--- src/rtl/fifo_stream_rd.sv ---
// Read-side adapter for a FIFO with a 1-cycle registered read: turns read strobes into a
// valid/ready stream with a two-word (main + skid) buffer and a per-packet o_tlast tag.
module fifo_stream_rd #(
  parameter int DATA_WIDTH = 8,
  parameter int PKT_LEN    = 4
) (
  input  logic                  i_clk,
  input  logic                  i_rst,
  input  logic                  i_en,
  input  logic                  i_fifo_empty,
  output logic                  o_fifo_rd,
  input  logic [DATA_WIDTH-1:0] i_fifo_data,
  output logic                  o_tvalid,
  input  logic                  i_tready,
  output logic [DATA_WIDTH-1:0] o_tdata,
  output logic                  o_tlast
);

  localparam int CNT_W = (PKT_LEN > 1) ? $clog2(PKT_LEN) : 1;
  localparam logic [CNT_W-1:0] LAST_BEAT = CNT_W'(PKT_LEN - 1);

  // Stream handshake: a beat transfers on a rising edge where o_tvalid and i_tready
  // are both high; while o_tvalid is high and i_tready low, o_tdata/o_tlast hold.

  logic [1:0]            r_occ;
  logic                  r_rd_pend;
  logic [DATA_WIDTH-1:0] r_main;
  logic [DATA_WIDTH-1:0] r_skid;
  logic [CNT_W-1:0]      r_beat_cnt;

  logic                  w_pop;
  logic [1:0]            w_occ_next;

  assign o_tvalid   = (r_occ != 2'd0);
  assign o_tdata    = r_main;
  assign o_tlast    = o_tvalid & (r_beat_cnt == LAST_BEAT);
  assign w_pop      = o_tvalid & i_tready;

  // r_occ + r_rd_pend never exceeds 2, so the 2-bit sum cannot wrap.
  assign w_occ_next = r_occ + 2'(r_rd_pend) - 2'(w_pop);
  assign o_fifo_rd  = !i_rst & i_en & !i_fifo_empty & (w_occ_next < 2'd2);

  always_ff @(posedge i_clk) begin
    if (i_rst) begin
      r_occ      <= 2'd0;
      r_rd_pend  <= 1'b0;
      r_main     <= '0;
      r_skid     <= '0;
      r_beat_cnt <= '0;
    end else begin
      r_occ     <= w_occ_next;
      r_rd_pend <= o_fifo_rd;

      if (w_pop) begin
        r_beat_cnt <= (r_beat_cnt == LAST_BEAT) ? '0 : r_beat_cnt + 1'b1;
      end

      // Skid always holds the younger word, so it feeds main before any new landing.
      if (w_pop && (r_occ == 2'd2)) begin
        r_main <= r_skid;
        if (r_rd_pend) begin
          r_skid <= i_fifo_data;
        end
      end else if (r_rd_pend) begin
        if ((r_occ == 2'd0) || ((r_occ == 2'd1) && w_pop)) begin
          r_main <= i_fifo_data;
        end else begin
          r_skid <= i_fifo_data;
        end
      end
    end
  end

endmodule

--- config.mk ---
export PLATFORM = sky130hd
export DESIGN_NAME = fifo_stream_rd
export DESIGN_NICKNAME = d
export VERILOG_FILES = /design/src/rtl/fifo_stream_rd.sv
export SDC_FILE = /design/constraint.sdc
export NUM_CORES = 1
export LEC_CHECK = 0
export BUFFER_PORTS_ARGS = -buffer_cell sky130_fd_sc_hd__buf_2
export CORE_MARGIN = 5
export CORE_UTILIZATION = 36
export DETAILED_ROUTE_END_ITERATION = 8
export GPL_TIMING_DRIVEN = 1
export SETUP_SLACK_MARGIN = 0.3
export SKIP_LAST_GASP = 1
export SLEW_MARGIN = 20
export SYNTH_ARGS = -nofsm -noshare
export SYNTH_HDL_FRONTEND = slang
export SYNTH_SLANG_ARGS = --single-unit
--- constraint.sdc ---
create_clock -name i_clk -period 2.2 [get_ports i_clk]
set_input_delay 0.22 -clock i_clk [delete_from_list [all_inputs] [get_ports i_clk]]
set_output_delay 0.22 -clock i_clk [all_outputs]
set_load 0.05 [all_outputs]
==> flow_metrics.tcl, run 1 <==
set metrics [dict create \
    ant_nets 0 \
    port-buffer-count 23 \
    end_kind "primary output" \
    die_h_microns 62.2 \
    layout_setup_ws_ns -0.0618 \
    critPathMaxFanout 2 \
    place_ws_ns 0.0590 \
    worst_pin_slew_ns 0.455 \
    htree_levels 1 \
    synth_xor_area_share_pct 1.79 \
    rsz0062_at_grt "true" \
    setup_viol 1 \
    drt_iter0_drc 20 \
    max_cap_violations 0 \
    report.power.total_mw 1.23 \
    clock_latency_ns 0.30 \
    vias 786 \
    reg2reg_slack_ns 0.40 \
    use_met1_pct 13.5 \
    cts_tree "done" \
    holdWs_ns 0.126 \
    wl_per_cell_microns 13.5 \
    synthesis.area_sq_um 980 \
    postSynthAreaPerCell_sq_um 10.4 \
    path_class "reg2out" \
    hpwl_microns 1540 \
    slew_violations 0 \
    power_frac_clock_pct 14.5 \
    yosys.area_share.simple_pct 14.2 \
    clock_sinks 21 \
    async_flop_share_pct 0 \
    p_sw_share_pct 41.7 \
    layout_common_cells "22 x buf_2, 20 x dfxtp_1, 12 x nand2_1, 8 x o221a_1" \
    row_count 19 \
    yosysSeqAreaShare_pct 42.9 \
    grt.total_usage_pct 11.6 \
    synth-compound-area-share_pct 25.3 \
    final_area_sq_mm 0.00121 \
    gp_congestion 0.787 \
    coreArea_sq_mm 0.00269 \
    path_clk_slew_ns 0.11 \
    post_dp_cell_area_sq_mm 0.00116 \
    grt.busiest_layer "met2" \
    antenna_found_initial 0 \
    synth-adder-area-share_pct 3.83 \
    grt_overflow 0 \
    cp-start-kind "register" \
    synth.mux.area_fraction_pct 6.13 \
    slowest_stage "dfxtp_2" \
    sequentialPowerShare_pct 40.4 \
    synthFlopType "dfxtp_1" \
    die_x_microns 62.2 \
    synth_seq_cells 21 \
    max-slew-margin-rel_pct 69.7 \
    synth_cell_types 28 \
    yosys-top-cells-area "dfxtp_1 43%, o221a_1 9.2%, mux2i_1 6.1%" \
    routed_wl_microns 2060 \
    dr.pass1.iters 4 \
    pin_count 24 \
    cts-buffers-inserted 3 \
    max_freq_mhz 442 \
    area_growth_pct 23.9 \
    p_int_mw 0.720 \
    fin_crit_sh_pct 103 \
    clockBufferDepth 2 \
    syn_nets 110 \
    hold_viol 0 \
    power_density_mw_per_mm2 1020 \
    grt_pass1_vias 869 \
    synth_top_area_share_pct 42.9 \
    vdd_ir_drop_max_mv 0.536 \
    grt_max_degree 20 \
    violations "negative setup slack" \
    tns_ns -0.0618 \
    grt_use_met2_pct 19.4 \
    final_common_cell "buf_2" \
    leakagePower_nw 0.518 \
    synth_edf_count 0 \
    diodes 0 \
    drc 0 \
    switching_power_mw 0.515 \
    arrival_ns 2.04 \
    status "complete, but fails checks" \
    floorplan.initialDensity_pct 36.5 \
    drive_gt1_share_pct 39.3 \
    cp.required_ns 1.98 \
    cp_cell_sequence "o21ai_4 > inv_1 > ha_1 > inv_1 > ha_2 > xnor2_2 > xnor2_2 > nor4b_4 > buf_6" \
    synth_top_family_by_area "compound AO/OA/AOI/OAI gates" \
    worst_path_largest_cell_delay_ns 0.35 \
    use_met3_pct 4.50 \
    hp-class "in2reg" \
    power_frac_comb_pct 45.1 \
    grt_pass1_wl_microns 3730 \
    yosysTopAreaCell "dfxtp_1" \
    yosysWarnings 0 \
    cts_hold_buf 0 \
    viasPerCell 5.14 \
    post-route-min-period_ns 2.26 \
    clock-root-buffer "clkbuf_4" \
    die_area_sq_mm 0.00386 \
    nets 139 \
    clock-skew-final_ns 0.00216 \
    netlist_instances 94 \
]
## metal layers
metal,part of all wire [%],vias up
met4,0.48,0
met3,7.0,2
met2,48,19
li1,-,394
met1,44,371
met5,0,-
## cell usage after synthesis (2+ instances only)
library cell,instances
nor2b_1,2
o21a_1,2
o2111ai_1,3
o31ai_2,3
inv_1,6
dfxtp_1,21
mux2i_1,6
xnor2_1,2
buf_6,2
o221a_1,8
nand2_1,12
ha_1,3
and2_1,2
nor4b_1,2
o21a_2,4
a21oi_1,4
## area by class of cell
cell class                 instances  area, sq um
timing repair buffer              28          159
clock buffer                       4         26.3
fill                             269         1470
tap                               31         38.8
multi-input combinational         62          542
sequential                        21          422
inverter                           7         26.3
## final timing paths
check | startpoint | endpoint | cells past startpoint
setup / recovery | r_occ[1] | o_fifo_rd | 9
hold reg to reg | r_skid[1] | r_skid[1] | 2
setup reg to reg | r_occ[1] | r_rd_pend | 9
hold / removal | i_fifo_empty | r_rd_pend | 2
## state kept, by name (all words and copies together) (netlist names)
| name | count |
|---|---|
| o_tdata | 8 |
| r_beat_cnt | 2 |
| r_occ | 2 |
| r_rd_pend | 1 |
| r_skid | 8 |
## power by group through the flow
stage / registers (mW) / logic, mW / clock network (mW)
after floorplan: 0.683 / 0.234 / 0
after global placement: 0.504 / 0.529 / 0
after detailed placement: 0.506 / 0.534 / 0
after CTS: 0.500 / 0.562 / 0.191
after global routing: 0.511 / 0.599 / 0.206
final: 0.498 / 0.557 / 0.180
## critical path, delay by kind of cell, from the launching register on
family / cells / cell delay (ns)
flops: 1 / 0.35
xor+xnor: 2 / 0.31
buf+inv: 3 / 0.28
compound gates: 1 / 0.15
simple gates: 1 / 0.22
fa+ha+maj: 2 / 0.43
## what timing repair did
item	4_1_cts	5_1_grt
gates resized for setup	4	0
endpoints found under the setup margin	1	2
buffers inserted	2	0
pin swaps	4	0
## kinds of logic (layout without fill, tap and decap cells)
group | after synthesis | after routing
mux | 6 | 6
fa+ha+maj | 3 | 3
flops | 21 | 21
simple gates | 25 | 25
compound gates | 26 | 26
buf+inv | 11 | 39
xor+xnor | 2 | 2
## metrics by stage
stage               utilization, %  instances
floorplan                        -         94
global placement              43.1        147
detailed placement            43.1        147
CTS                           45.2        153
global route                  45.2        153
finish                        45.2        153
Note: power is estimated with default switching activity, not from simulation.
==> inputs of run 2 (changes only) <==
--- a/config.mk
+++ b/config.mk
@@ -5,11 +5,12 @@
 export SDC_FILE = /design/constraint.sdc
 export NUM_CORES = 1
 export LEC_CHECK = 0
+export ABC_AREA = 1
 export BUFFER_PORTS_ARGS = -buffer_cell sky130_fd_sc_hd__buf_2
-export CORE_MARGIN = 5
 export CORE_UTILIZATION = 36
 export DETAILED_ROUTE_END_ITERATION = 8
 export GPL_TIMING_DRIVEN = 1
+export PLACE_DENSITY = 0.62
 export SETUP_SLACK_MARGIN = 0.3
 export SKIP_LAST_GASP = 1
 export SLEW_MARGIN = 20
==> flow_metrics.tcl, run 2 <==
set metrics [dict create \
    cts-buffers-inserted 3 \
    clock_latency_ns 0.32 \
    synth_cell_types 22 \
    hold_viol 0 \
    fin_crit_sh_pct 88.8 \
    rsz0062_at_grt "true" \
    gp_congestion 0.824 \
    synth_seq_cells 21 \
    antenna_found_initial 0 \
    grt_overflow 0 \
    clockBufferDepth 2 \
    vias 1080 \
    synth_top_area_share_pct 38.5 \
    die_x_microns 57.1 \
    power_density_mw_per_mm2 1060 \
    area_growth_pct 25.7 \
    die_h_microns 57.1 \
    postSynthAreaPerCell_sq_um 7.14 \
    wl_per_cell_microns 12.1 \
    diodes 0 \
    cp-start-kind "register" \
    grt.total_usage_pct 16.5 \
    final_common_cell "nand2_1" \
    viasPerCell 5.00 \
    dr.pass1.iters 6 \
    yosysWarnings 0 \
    max_freq_mhz 512 \
    synthFlopType "dfxtp_1" \
    tns_ns 0 \
    yosysTopAreaCell "dfxtp_1" \
    port-buffer-count 23 \
    hpwl_microns 1740 \
    drc 1 \
    post-route-min-period_ns 1.95 \
    max_cap_violations 0 \
    drive_gt1_share_pct 30.3 \
    status "complete, but fails checks" \
    hp-class "in2reg" \
    clock_sinks 21 \
    synth_top_cells_by_count "38 x nand2_1, 26 x nor2_1, 21 x dfxtp_1" \
    pin_count 24 \
    setup_viol 0 \
    floorplan.initialDensity_pct 38.9 \
    synthesis.area_sq_mm 0.00109 \
    nets 202 \
    critPathMaxFanout 2 \
    yosysMostFrequentCell "nand2_1" \
    synth_edf_count 0 \
    end_kind "primary output" \
    clock-root-buffer "clkbuf_4" \
    grt_max_degree 19 \
    grt_pass1_wl_microns 4200 \
    slew_violations 0 \
    ant_nets 0 \
    syn_nets 169 \
    row_count 19 \
    yosysSeqAreaShare_pct 38.5 \
    cp.required_ns 1.98 \
    path_class "reg2out" \
    die_area_sq_mm 0.00326 \
    grt_pass1_vias 941 \
    coreArea_sq_mm 0.00281 \
    leakagePower_nw 0.662 \
    cts_tree "done" \
    async_flop_share_pct 0 \
    max-slew-margin-rel_pct 72.6 \
    arrival_ns 1.73 \
    worst_pin_slew_ns 0.410 \
    layout_common_cells "37 x nand2_1, 25 x nor2_1, 22 x buf_2, 19 x dfxtp_1, 16 x nand4_1" \
    vdd_ir_drop_max_mv 0.573 \
    holdWs_ns 0.171 \
    routed_wl_microns 2610 \
    yosys-top-cells-area "dfxtp_1 38%, nand2_1 13%, nand4_1 9.2%" \
    drt_iter0_drc 33 \
    netlist_instances 153 \
    violations "design-rule violations" \
    clock-skew-final_ns 0.0142 \
    path_clk_slew_ns 0.14 \
    htree_levels 1 \
]
run 2: through the flow:
step	setup WS [ns]	util, %	cells	total power, mW	area, sq um
3_3_place_gp	0.363	43.7	204	1.13	1230
6_report	0.245	48.9	216	1.45	1370
3_5_place_dp	0.311	43.7	204	1.15	1230
4_1_cts	0.244	48.7	215	1.44	1370
5_1_grt	0.169	48.9	216	1.55	1370
2_1_floorplan	0.351	-	153	1.02	1100
run 2: kinds of logic after synthesis:
family	count (synthesis)	synth area share, %
xor+xnor	3	3.09
buf+inv	22	10.4
flops	21	38.5
compound gates	10	4.58
simple gates	94	40.0
fa+ha+maj	3	3.44
run 2: worst max-delay path, stage by stage, from the launching register on:
cell	delay [ns]
dfxtp_2	0.34
inv_2	0.05
nand2_2	0.06
nand2_2	0.07
inv_2	0.05
ha_4	0.26
inv_2	0.04
ha_4	0.17
xnor2_4	0.13
nor2_4	0.09
buf_8	0.15
run 2: worst paths after layout:
kind | slack (ns) | cells after the start | to | startpoint
worst max-delay path | 0.25 | 10 | o_fifo_rd | r_occ[0]
worst min register to register | 0.48 | 2 | r_skid[7] | r_skid[7]
worst min-delay path | 0.17 | 3 | r_skid[0] | i_fifo_data[0]
worst max register to register | 0.69 | 10 | r_occ[1] | r_occ[0]
run 2: final cells by class:
class	instances	area (sq um)
fill	295	1430
multi-input combinational	110	612
sequential	21	423
timing repair buffer	35	215
inverter	15	56.3
tap	31	38.8
clock buffer	3	22.5
clock inverter	1	5.00
run 2: what timing repair did:
item                       in CTS  in global routing
setup endpoints to repair       1                  1
hold buffers                    0                  0
resized for setup              15                  0
pin swaps                       4                  2
buffers inserted                7                  1
hold endpoints to repair        0                  0
run 2: power by group:
| group | switching [mW] | leakage (nW) | internal, mW |
|---|---|---|---|
| registers | 0.0375 | 0.172 | 0.460 |
| logic | 0.496 | 0.473 | 0.258 |
| clock network | 0.134 | 0.0177 | 0.0681 |
| total | 0.667 | 0.662 | 0.786 |
run 2: metal layers:
metal  track usage, %  part of all wire [%]  vias up
met5                0                     0        -
met4             2.09                  0.61        0
met3             4.54                   5.2        5
met2             29.7                    51       28
met1             20.2                    43      488
li1                 -                     -      559
